<file path="src/rtl/control_sequencer.sv">
// Microcoded control sequencer for the 8-bit core: fetches opcodes into IR and
// steps a fixed micro-sequence per opcode, decoding the datapath control word.
module control_sequencer #(
  parameter int         DATA_BUS_WIDTH = 8,
  parameter logic [3:0] HALT_OPCODE    = 4'hF
) (
  input  logic                      ClkxCI,
  input  logic                      RstxRBI,
  input  logic [DATA_BUS_WIDTH-1:0] DataInxD,
  input  logic                      StallxSI,
  output logic [3:0]                AluOpxS,
  output logic                      MemReqxS,
  output logic [2:0]                MemOpxS,
  output logic                      AddrSrcxS,
  output logic [2:0]                SelInxS,
  output logic [2:0]                SelReg1xS,
  output logic [2:0]                SelReg2xS,
  output logic                      InSourcexS,
  output logic                      RegWritexS,
  output logic                      PcIncxS,
  output logic                      FlagLoadxS,
  output logic                      IllegalxS,
  output logic                      HaltedxS
);

  typedef enum logic [2:0] {
    IDLE  = 3'd0,
    FETCH = 3'd1,
    EXEC1 = 3'd2,
    EXEC2 = 3'd3,
    HALT  = 3'd4
  } state_e;

  localparam logic [3:0] OPC_NOP = 4'h0;
  localparam logic [3:0] OPC_LDX = 4'h1;
  localparam logic [3:0] OPC_AOP = 4'h2;

  state_e                    state_q, state_d;
  logic [DATA_BUS_WIDTH-1:0] ir_q, ir_d;
  logic [DATA_BUS_WIDTH-1:0] opnd_q, opnd_d;

  logic [3:0] fetch_opc;
  logic       fetch_illegal;
  logic       alu_valid;

  assign fetch_opc     = DataInxD[7:4];
  // Illegal is judged on the byte being fetched, so the pulse lines up with its FETCH cycle.
  assign fetch_illegal = !((fetch_opc == OPC_NOP) || (fetch_opc == OPC_LDX) ||
                           (fetch_opc == OPC_AOP) || (fetch_opc == HALT_OPCODE));
  assign alu_valid     = (ir_q[3:0] != 4'h0) && (ir_q[3:0] != 4'hF);

  always_comb begin
    state_d = state_q;
    ir_d    = ir_q;
    opnd_d  = opnd_q;
    case (state_q)
      IDLE: state_d = FETCH;
      FETCH: begin
        if (!StallxSI) begin
          ir_d = DataInxD;
          if (fetch_opc == HALT_OPCODE)                             state_d = HALT;
          else if (fetch_opc == OPC_LDX || fetch_opc == OPC_AOP)    state_d = EXEC1;
          else                                                      state_d = FETCH;
        end
      end
      EXEC1: begin
        if (!StallxSI) begin
          if (ir_q[7:4] == OPC_LDX) begin
            state_d = FETCH;
          end else begin
            opnd_d  = DataInxD;
            state_d = EXEC2;
          end
        end
      end
      EXEC2:   state_d = FETCH;
      HALT:    state_d = HALT;
      default: state_d = IDLE;
    endcase
  end

  always_ff @(posedge ClkxCI or negedge RstxRBI) begin
    if (!RstxRBI) begin
      state_q <= IDLE;
      ir_q    <= '0;
      opnd_q  <= '0;
    end else begin
      state_q <= state_d;
      ir_q    <= ir_d;
      opnd_q  <= opnd_d;
    end
  end

  always_comb begin
    AluOpxS    = 4'd0;
    MemReqxS   = 1'b0;
    MemOpxS    = 3'd0;
    AddrSrcxS  = 1'b0;
    SelInxS    = 3'd0;
    SelReg1xS  = 3'd0;
    SelReg2xS  = 3'd0;
    InSourcexS = 1'b0;
    RegWritexS = 1'b0;
    PcIncxS    = 1'b0;
    FlagLoadxS = 1'b0;
    IllegalxS  = 1'b0;
    HaltedxS   = 1'b0;
    case (state_q)
      FETCH: begin
        MemReqxS  = 1'b1;
        AddrSrcxS = 1'b1;
        PcIncxS   = !StallxSI;
        IllegalxS = !StallxSI && fetch_illegal;
      end
      EXEC1: begin
        MemReqxS  = 1'b1;
        AddrSrcxS = 1'b1;
        PcIncxS   = !StallxSI;
        if (ir_q[7:4] == OPC_LDX) begin
          InSourcexS = 1'b1;
          SelInxS    = ir_q[2:0];
          RegWritexS = !StallxSI;
        end
      end
      EXEC2: begin
        AluOpxS    = alu_valid ? ir_q[3:0] : 4'd0;
        SelReg1xS  = opnd_q[2:0];
        SelReg2xS  = opnd_q[5:3];
        SelInxS    = opnd_q[2:0];
        RegWritexS = alu_valid;
        FlagLoadxS = alu_valid;
      end
      HALT:    HaltedxS = 1'b1;
      default: ;
    endcase
  end

endmodule

</file>
<file path="config.mk">
export PLATFORM = sky130hd
export DESIGN_NAME = control_sequencer
export DESIGN_NICKNAME = d
export VERILOG_FILES = /design/src/rtl/control_sequencer.sv
export SDC_FILE = /design/constraint.sdc
export NUM_CORES = 1
export LEC_CHECK = 0
export ABC_AREA = 0
export CAP_MARGIN = 15
export CORE_AREA = 2 2 51 53
export DETAILED_ROUTE_END_ITERATION = 8
export DIE_AREA = 0 0 53 55
export PLACE_DENSITY = 0.73
export SLEW_MARGIN = 5
export SYNTH_ARGS = -nofsm -noshare
export SYNTH_HDL_FRONTEND = slang
export SYNTH_SLANG_ARGS = --single-unit
export TNS_END_PERCENT = 100
</file>
<file path="constraint.sdc">
create_clock -name ClkxCI -period 2.3 [get_ports ClkxCI]
set_clock_uncertainty 0.2 [all_clocks]
set_input_delay 0.46 -clock ClkxCI [delete_from_list [all_inputs] [get_ports ClkxCI]]
set_output_delay 0.46 -clock ClkxCI [all_outputs]
set_load 0.01 [all_outputs]
</file>
# Yosys cells after proc, flatten, opt, wreduce, memory -nomap -nowiden
# Index checks and enable logic that the tools add are counted.
# classes
add_sub_neg	0
mul	0
div_mod_pow	0
order_cmp	0
n_eq_ne	11
shift	0
n_mux	21
bitwise	2
reduce_logical	16
# ops
operator	count
$mux W3	6
$pmux W3 S4	1
$eq A4 B1 Y1 const B	2
$mux W1	8
$mux W4	2
$eq A3 B2 Y1 const B	2
$pmux W3 S2	1
$eq A4 B2 Y1 const B	1
$eq A4 B4 Y1 const B	1
$logic_not A4 Y1	1
$logic_or A1 B1 Y1	4
$mux W2	2
$ne A2 B2 Y1 const B	2
$ne A4 B4 Y1 const B	1
$reduce_and A2 Y1	2
$reduce_bool A4 Y1	1
$reduce_or A2 Y1	2
$eq A3 B1 Y1 const B	1
$eq A3 B3 Y1 const B	1
$logic_not A3 Y1	1
$reduce_and A3 Y1	1
$logic_and A1 B1 Y1	2
$logic_not A1 Y1	2
$not A1 Y1	2
$pmux W1 S2	1
# word_totals
reg_bits	17
latchBits	0
ramBits	0
mem_bits_ro	0
in_bits	11
output_inout_bits	24
memories	0

# Depth between registers and ports, before layout
# depth
word_depth	7
ltp_mapped	5
mapped_depth_nobuf	3

# Worst setup path after synthesis
# OpenSTA, ideal clock, no wires.
# synth_timing
path_kind	reg2out
from	register state_q[2]
to	output AluOpxS[0]
t_arrival_ps	1592
required_ps	1640
slack_ps	48
stages_incl_launch_ff	5
path_cell_list	dfrtp_1 buf_6 nand2b_4 nor4_1 and2_1
# synth_between
elab_chain_len	2
# synth_lines
element	line	source
start, declared	38	state_e state_q, state_d;
start signal, assigned	88	state_q <= state_d;
$eq A3 B2 Y1	108	case (state_q)
$mux W4	108	
end, declared	11	output logic [3:0] AluOpxS,
# No other way between the ends.

# Worst setup path in the final report
# layout_timing
from	register ir_q[2]
to	output AluOpxS[2]
# layout_between
elab_chain_len	4
elab_cells_between_ends	5
cone_classes	1 x eq/ne; 2 x mux; 2 x reduce/logical
# layout_lines
element	line	source
start, declared	39	logic [DATA_BUS_WIDTH-1:0] ir_q, ir_d;
start signal, assigned	89	ir_q <= ir_d;
$ne A4 B4 Y1 / $reduce_bool A4 Y1 (equally long branches)	50	assign alu_valid = (ir_q[3:0] != 4'h0) && (ir_q[3:0] != 4'hF);
$logic_and A1 B1 Y1	50	
$mux W4 (*)	126	AluOpxS = alu_valid ? ir_q[3:0] : 4'd0;
$mux W4 (*)	108	
# Every way passes the cells marked *; elsewhere a longest branch is shown, timed or not.

==> out/results.tsv <==
stage	metric	value	unit
grt	use_met1	0.269	
yosys	syn_area_per_cell	10.9	um^2
critical_path	rrSetupSlack	0.28	ns
floorplan	die_w	53	um
status	outcome	complete, but fails checks	
detailed_routing	drt_iter0_drc	35	
flow_run	maxCapViolations	0	
timing	finalMaxSlewViolations	0	
critical_path	setup.worst_path.end	AluOpxS[2]	
place	pre_cts_slack	-0.321	ns
floorplan	die_h	55	um
timing	fin_ws	-0.0967	ns
floorplan	core	0.00236	mm^2
yosys	yosysSeqAreaShare	0.422	
yosys	yosys.cell_count.top_type	dfrtp_1	
yosys	async_reset_ff_frac	1.00	
floorplan	ios	35	
critical_path	worstPathCellList	buf_6 > nor4_4 > nor4_4 > buf_4 > buf_6 > and2_4 > buf_6	
timing	fin_crit	2.40	ns
grt	grt_max_degree	18	
yosys	netlist_area	0.00101	mm^2
timing	hold_ws	0.277	ns
cts	cts_tree	done	
cells_and_area	post-route-util	0.672	
yosys	synth_flop_cell	dfrtp_1	
cts	cts_root_buf	clkbuf_4	
timing	finalSetupViolCount	4	
grt	grt_use_total	0.201	
critical_path	cpPeakStageDelay	0.42	ns
cts	htreeDepth	1	
yosys	synthTopCellsByArea	dfrtp_1 (42%), mux2_2 (8.9%), mux2_4 (8.9%)	
grt	grt_pass1_vias	905	
timing	rsz0062_at_grt	true	
floorplan	initial_core_util	0.426	
place	placed_area	0.00149	mm^2
yosys	yosysWarningCount	0	
detailed_routing	viasPerCell	5.17	
yosys	syn_inst	92	
cells_and_area	drive_gt1_frac	0.497	
grt	grt_pass1_wl	4150	um
grt	grtUsageMet2	0.323	
timing	timing_hold_violations_final	0	
power	power.density	498	mW/mm^2
critical_path	cp_top_family	buffers and inverters	
yosys	synth_common_cells	dfrtp_1 (17), mux2_2 (8), and3_1 (7)	
critical_path	path_depth	7	
detailed_routing	route.detailed.drc	0	
cts	cts_buffer_depth	2	
cells_and_area	fin_nets	163	
yosys	synth_top_area_share	0.422	
place	dp_hpwl	1930	um
cts	hold_buffers	0	
critical_path	r2r-end	opnd_q[5]$_DFFE_PN0P_	
yosys	synth_top_area_cell	dfrtp_1	
floorplan	dieArea	0.00292	mm^2
place	io_buffers	31	
timing	fmax	417	MHz
yosys	synth_edf_count	0	
detailed_routing	routed_wl	2730	um
critical_path	end_kind	primary output	
timing	post-route-period-util	1.04	
cells_and_area	syn2layout_area_growth	57.8	%
detailed_routing	post_drt_wl_per_cell	15.1	um
power	p_leak	0.773	nW
grt	antenna_found_initial	0	
yosys	synth-seq-cells	17	
grt	busiest_layer	met2	
critical_path	ff2ff_path_depth	5	
critical_path	cpMaxStageDelayCell	dfrtp_1	
detailed_routing	drtAntennaViolNets	0	
cts	insertion_delay	0.30	ns
worst_hold_path	hold_path.class	in -> async	
cells_and_area	fill_cells	187	
detailed_routing	vias	936	
power	ir_worst_vdd	0.000420	V
critical_path	crit_start	ir_q[2]$_DFFE_PN0P_	
status	violations	negative setup slack	
place	routabilityCongestion	0.840	
cts	cts_sinks	17	
floorplan	rows	18	
critical_path	path_buf_inv	4	
yosys	ys_types	32	
critical_path	path_max_fanout	4	
grt	use_met3	0.0188	
critical_path	path_class	reg -> out	
critical_path	startpoint_type	flip-flop	
critical_path	crit_arrival	1.74	ns
critical_path	critPathRequiredTime	1.64	ns
cts	cts-buffers-inserted	3	
critical_path	r2r-start	state_q[0]$_DFFE_PN0P_	
cts	clk_pin_slew	0.11	ns
critical_path	cpMostUsedCell	buf_6	
grt	gr-total-overflow	0	
cells_and_area	antenna_cells	0	
cells_and_area	final_cell_area	0.00159	mm^2
detailed_routing	firstDrtPassIters	4	
## worst min path at each step
stage | startpoint | to | slack (ns) | depth (start not counted)
after global routing | RstxRBI | opnd_q[3]$_DFFE_PN0P_ | 0.30 | 2
after CTS | RstxRBI | opnd_q[3]$_DFFE_PN0P_ | 0.27 | 2
after global placement | opnd_q[3]$_DFFE_PN0P_ | opnd_q[3]$_DFFE_PN0P_ | 0.28 | 1
final | RstxRBI | opnd_q[3]$_DFFE_PN0P_ | 0.28 | 2
after detailed placement | opnd_q[3]$_DFFE_PN0P_ | opnd_q[3]$_DFFE_PN0P_ | 0.29 | 1
after floorplan | RstxRBI | ir_q[0]$_DFFE_PN0P_ | -0.04 | 0
## cell families after synthesis
logic type	Yosys count	synth area share
XOR/XNOR	1	0.00870
multiplexers	14	0.179
buffers and inverters	9	0.0634
other	1	0.00372
AO/OA/AOI/OAI	11	0.0683
AND/OR/NAND/NOR	39	0.255
flip-flops	17	0.422
## through the flow
| step | std cells | setup TNS (ns) | power (mW) |
|---|---|---|---|
| 2_1_floorplan | 94 | 0 | 0.478 |
| 3_3_place_gp | 172 | -1.55 | 0.587 |
| 3_5_place_dp | 172 | -1.83 | 0.595 |
| 4_1_cts | 180 | -0.175 | 0.779 |
| 5_1_grt | 181 | -0.742 | 0.830 |
| 6_report | 181 | -0.218 | 0.792 |
## final cells by class
type,instances,area (um^2),area share
inverter,1,3.75,0.00236
clock buffer,3,22.5,0.0142
timing repair buffer,61,503,0.317
multi-input combinational,68,592,0.372
tap,30,37.5,0.0236
clock inverter,1,5.00,0.00315
sequential,17,425,0.268
## report_power, final
part           switching, mW  total (mW)  internal [mW]
Clock                  0.101       0.165         0.0648
Combinational          0.107       0.253          0.146
Sequential            0.0344       0.374          0.339
## flip-flops by register name, summed over array words and instances (netlist names)
signal / cells
ir_q: 8
state_q: 3
opnd_q: 6
## routing by layer
metal | vias to the layer above | part of all wire
li1 | 446 | -
met1 | 454 | 0.43
met2 | 32 | 0.51
met3 | 4 | 0.048
met4 | 0 | 0.012
met5 | - | 0
## timing repair
| item | CTS | global route |
|---|---|---|
| setup buffers | 4 | 1 |
| endpoints found under the setup margin | 21 | 20 |
| pin swaps | 9 | 5 |
| gates resized for setup | 58 | 25 |
| endpoints found under the hold margin | 0 | 0 |
## worst reg2reg max path, delay by kind of cell, from the launching register on
family,cells,cell delay (ns)
DFF,1,0.40
buffers and inverters,3,0.49
muxes,1,0.31
and+or+nand+nor,1,0.51
## placed cells by master, fill, tap and decap left out, types with 2 or more instances in the layout
cell type        instances
buf_4                   26
dfrtp_1                 17
clkdlybuf4s50_1          9
mux2_2                   8
and3_1                   7
buf_6                    7
mux2_4                   6
clkdlybuf4s15_1          6
clkbuf_2                 5
buf_2                    5
nand2_1                  4
a21oi_1                  4
nor2b_1                  3
nand3_1                  3
nor2_1                   3
conb_1                   3
clkbuf_4                 3
a21oi_2                  2
and4_1                   2
nor4_4                   2
and2_4                   2
and2_1                   2
dlygate4sd2_1            2
(Power assumes the default switching activity.)
==> RTL change 1: new RTL, same flow settings <==
Reset style: synchronous (`RstxRBI`), changed in one clocked block.
--- a/src/rtl/control_sequencer.sv
+++ b/src/rtl/control_sequencer.sv
@@ -80,5 +80,5 @@
   end
 
-  always_ff @(posedge ClkxCI or negedge RstxRBI) begin
+  always_ff @(posedge ClkxCI) begin
     if (!RstxRBI) begin
       state_q <= IDLE;
Check against the original RTL: differs if RstxRBI is asserted again (counterexample within 4 cycles, from zero or initial values and one cycle with RstxRBI low); with RstxRBI held inactive, the same outputs for 10 cycles.
==> RTL change 1 against the unedited design <==
The flow still finishes with violations (negative setup slack); die area did not move; core utilization fell by 6.3 points; final cell count rose by 8.3%; cell area fell by 9.4%; synthesized cell count rose by 30%; synthesized area fell by 2.6%; global-route usage fell by 1.4 points; largest cell class unchanged; sequential cell count did not move; critical path type unchanged; worst setup slack improved by 0.032 ns; routed wire length fell by 5.3%.
Power is not compared: it rests on default switching activity, and its combinational part moved more than twofold at a synthesized area within 25%.
==> RTL change 1: results (changes against the unedited design) <==
outcome = finished, violations left (unchanged)
violated checks = negative setup slack (unchanged)
DRT iter0 DRCs = 9 (was 35)
pin count of the biggest net entering global routing = 21 (was 18)
met3 GRT Util = 2.42% (was 1.88%)
final net count = 178 (was 163)
vias in the first global route = 925 (was 905)
pre-CTS WS = -0.446 ns (was -0.321 ns)
worst setup margin = -0.0642 ns (was -0.0967 ns)
leakage = 0.000710 µW
most common flop cell mapped by yosys = dfxtp_1 (was dfrtp_1)
DR pass1 iterations = 4 (unchanged)
Seq/Total Area, Yosys = 34.7% (was 42.2%)
final hold slack = 0.269 ns (was 0.277 ns)
placer congestion estimate = 0.831 (was 0.840)
met1 usage in global routing = 23.4% (was 26.9%)
slowest stage delay, CP = 0.52 ns (was 0.42 ns)
Hold Path Class = register to register (was primary input to async pin)
share of cells above drive strength 1 = 31.3% (was 49.7%)
first-pass GRT wire length = 4040 µm (was 4150 µm)
FILL cells = 226 (was 187)
final setup vio count = 6 (was 4)
WL/cell = 13.2 µm (was 15.1 µm)
Reg2Reg Setup Slack = 0.56 ns (was 0.28 ns)
peak supply drop = 0.358 mV
Reg clk slew, reported paths = 0.10 ns
ys async rst share = 0% (was 100%)
M2 GR Usage = 33.3% (was 32.3%)
DP Wirelength = 1870 µm (was 1930 µm)
Crit path max-delay family = simple AND/OR/NAND/NOR gates (was buffers and inverters)
Area contributors post-synth = dfxtp_1 (35%), nand2_1 (6.5%), mux2i_1 (6.1%) (was dfrtp_1 (42%), mux2_2 (8.9%), mux2_4 (8.9%))
Vias per Instance = 5.16 (was 5.17)
Worst EP arrival = 1.70 ns (was 1.74 ns)
Crit Path Max Fanout = 6 (was 4)
GRT Total Usage = 18.7% (was 20.1%)
-- RTL change 1: cell types whose count changed after synthesis, sizes merged, moves of 3 or more --
cell / before / now
nand2: 4 / 17
nand3: 4 / 9
dfxtp: 0 / 17
o21ai: 0 / 9
nand2b: 2 / 6
mux2: 14 / 0
or4b: 0 / 4
dfrtp: 17 / 0
buf: 6 / 9
nand3b: 0 / 3
mux2i: 0 / 6
-- RTL change 1: logic make-up after synthesis --
family	Yosys count	synth area share [%]
AOI/OAI and AO/OA	17	8.93
muxes	6	6.12
and+or+nand+nor	66	40.4
DFF	17	34.7
xor gates and xnor gates	1	0.893
other	1	0.382
buffers and inverters	12	8.54
-- RTL change 1: final timing paths --
check	startpoint	endpoint	cells past startpoint
worst max-delay path	ir_q[3]$_SDFFE_PN0P_	RegWritexS	4
worst min-delay path	opnd_q[3]$_SDFFE_PN0P_	opnd_q[3]$_SDFFE_PN0P_	2
worst max register to register	ir_q[6]$_SDFFE_PN0P_	opnd_q[4]$_SDFFE_PN0P_	6
worst min register to register	opnd_q[3]$_SDFFE_PN0P_	opnd_q[3]$_SDFFE_PN0P_	2
-- RTL change 1: final cells by class --
class | count | area share, %
Clock buffer | 3 | 1.56
Clock inverter | 1 | 0.348
Multi-Input combinational cell | 93 | 42.9
Sequential cell | 17 | 24.1
Tap cell | 30 | 2.61
Timing Repair Buffer | 52 | 28.5
-- RTL change 1: timing repair --
action,in CTS,in global routing
buffers inserted,0,0
setup endpoints to repair,20,12
resized for setup,53,15
pin swaps,1,5
-- RTL change 1: power breakdown --
group	leakage (µW)	internal [µW]	switching, µW
combinational	0.000552	64.1	57.4
sequential	0.000140	305	6.46
clock	0.0000177	64.8	98.0
-- RTL change 1: per-stage QoR --
step,instances,setup TNS (ns),utilization (%),cell area (µm²)
3_5_place_dp,192,-1.02,59.6,1410
2_1_floorplan,122,0,-,988
4_1_cts,196,-0.347,60.3,1430
6_report,196,-0.115,60.9,1440
3_3_place_gp,192,-0.954,59.6,1410
5_1_grt,196,-0.349,60.9,1440
-- RTL change 1: routing by layer --
layer | share of wire [%] | wire, µm | vias to the layer above
li1 | - | - | 509
met2 | 52 | 1340 | 22
met4 | 1.1 | 28 | 0
met1 | 44 | 1130 | 477
met5 | 0 | 0 | -
met3 | 3.1 | 81 | 4
-- RTL change 1: worst reg2reg max path: stages, from the launching register on --
cell	delay, ns
dfxtp_1	0.35
buf_4	0.13
nor4b_4	0.04
buf_4	0.14
or4_1	0.47
buf_4	0.19
mux2i_1	0.13
==> RTL change 2: new RTL, same flow settings <==
Made on the original files. The 5 states of `state_e` get a one-hot encoding in 5 bits.
--- a/src/rtl/control_sequencer.sv
+++ b/src/rtl/control_sequencer.sv
@@ -24,10 +24,10 @@
 );
 
-  typedef enum logic [2:0] {
-    IDLE  = 3'd0,
-    FETCH = 3'd1,
-    EXEC1 = 3'd2,
-    EXEC2 = 3'd3,
-    HALT  = 3'd4
+  typedef enum logic [4:0] {
+    IDLE  = 5'b00001,
+    FETCH = 5'b00010,
+    EXEC1 = 5'b00100,
+    EXEC2 = 5'b01000,
+    HALT  = 5'b10000
   } state_e;
 
Check against the original RTL: no difference found for any inputs over 10 cycles, from zero or initial values and one cycle with RstxRBI low; not proved beyond that.
==> RTL change 2 against the unedited design <==
The flow still finishes with violations (negative setup slack); die area did not move; critical path depth decreased by 3; worst setup slack improved by 0.054 ns; via count fell by 4.1%; worst hold slack improved by 0.0031 ns; routed wire length fell by 6.5%; sequential cell count grew 2; synthesized area grew 2.7%; non-clock buffer count increased by 4; highest routed layer unchanged; cell area rose by 4.6%.
Power is not compared: it rests on default switching activity, and its combinational part moved more than twofold at a synthesized area within 25%.
==> RTL change 2: results (changes against the unedited design) <==
DRT iter0 DRCs = 5 (was 35)
share of cells above drive strength 1 = 55.8% (was 49.7%)
CTS resizes = 71 (was 58)
DR WL met3 = 105 µm (was 132 µm)
final setup vio count = 1 (was 4)
Crit path max-delay family = simple AND/OR/NAND/NOR gates (was buffers and inverters)
Vias per Instance = 4.88 (was 5.17)
FILL cells = 190 (was 187)
placer congestion estimate = 0.732 (was 0.840)
DP Wirelength = 1720 µm (was 1930 µm)
Area contributors post-synth = dfrtp_1 (44%), mux2_4 (12%), mux2_2 (6.5%) (was dfrtp_1 (42%), mux2_2 (8.9%), mux2_4 (8.9%))
Top Registers = ir_q (8), opnd_q (6), state_q (5) (was ir_q (8), opnd_q (6), state_q (3))
Post-synth top cells = dfrtp_1 (18), mux2_4 (8), and2_1 (6), and3_1 (6), mux2_2 (6) (was dfrtp_1 (17), mux2_2 (8), and3_1 (7), a21oi_1 (6), mux2_4 (6))
Reg2Reg Setup Slack = 0.47 ns (was 0.28 ns)
outcome = finished, violations left (unchanged)
routed wl met2 = 1370 µm (was 1390 µm)
first-pass GRT wire length = 3990 µm (was 4150 µm)
DRT met1 WL = 1060 µm (was 1170 µm)
Post-DP Area = 1520 µm² (was 1490 µm²)
Synth Instances = 88 (was 92)
worst setup margin = -0.0427 ns (was -0.0967 ns)
xor/xnor share of the synthesized area = 2.54% (was 0.870%)
met3 GRT Util = 1.61% (was 1.88%)
DRT Wirelength = 2550 µm (was 2730 µm)
final hold slack = 0.280 ns (was 0.277 ns)
number of setup buffers added after CTS = 11 (was 4)
final net count = 166 (was 163)
Synth Area in Compound Gates = 6.41% (was 6.83%)
pre-CTS WS = -0.248 ns (was -0.321 ns)
violated checks = negative setup slack (unchanged)
## RTL change 2: worst max-delay path by stage
| stage | slack [ns] | to | cells past startpoint | start |
|---|---|---|---|---|
| 4_1_cts | -0.04 | RegWritexS | 4 | ir_q[0]$_DFFE_PN0P_ |
| 5_1_grt | -0.07 | RegWritexS | 4 | ir_q[3]$_DFFE_PN0P_ |
| 2_1_floorplan | 0.26 | PcIncxS | 3 | state_q[2]$_DFFE_PN0P_ |
| 6_report | -0.04 | RegWritexS | 4 | ir_q[3]$_DFFE_PN0P_ |
| 3_5_place_dp | -0.25 | IllegalxS | 4 | StallxSI |
| 3_3_place_gp | -0.24 | IllegalxS | 4 | StallxSI |
## RTL change 2: layout make-up
class	instances	area share, %
clock inverter	1	0.301
sequential	19	28.7
inverter	2	0.452
tap	30	2.26
multi-input combinational	64	36.2
clock buffer	3	1.36
timing repair buffer	65	30.7
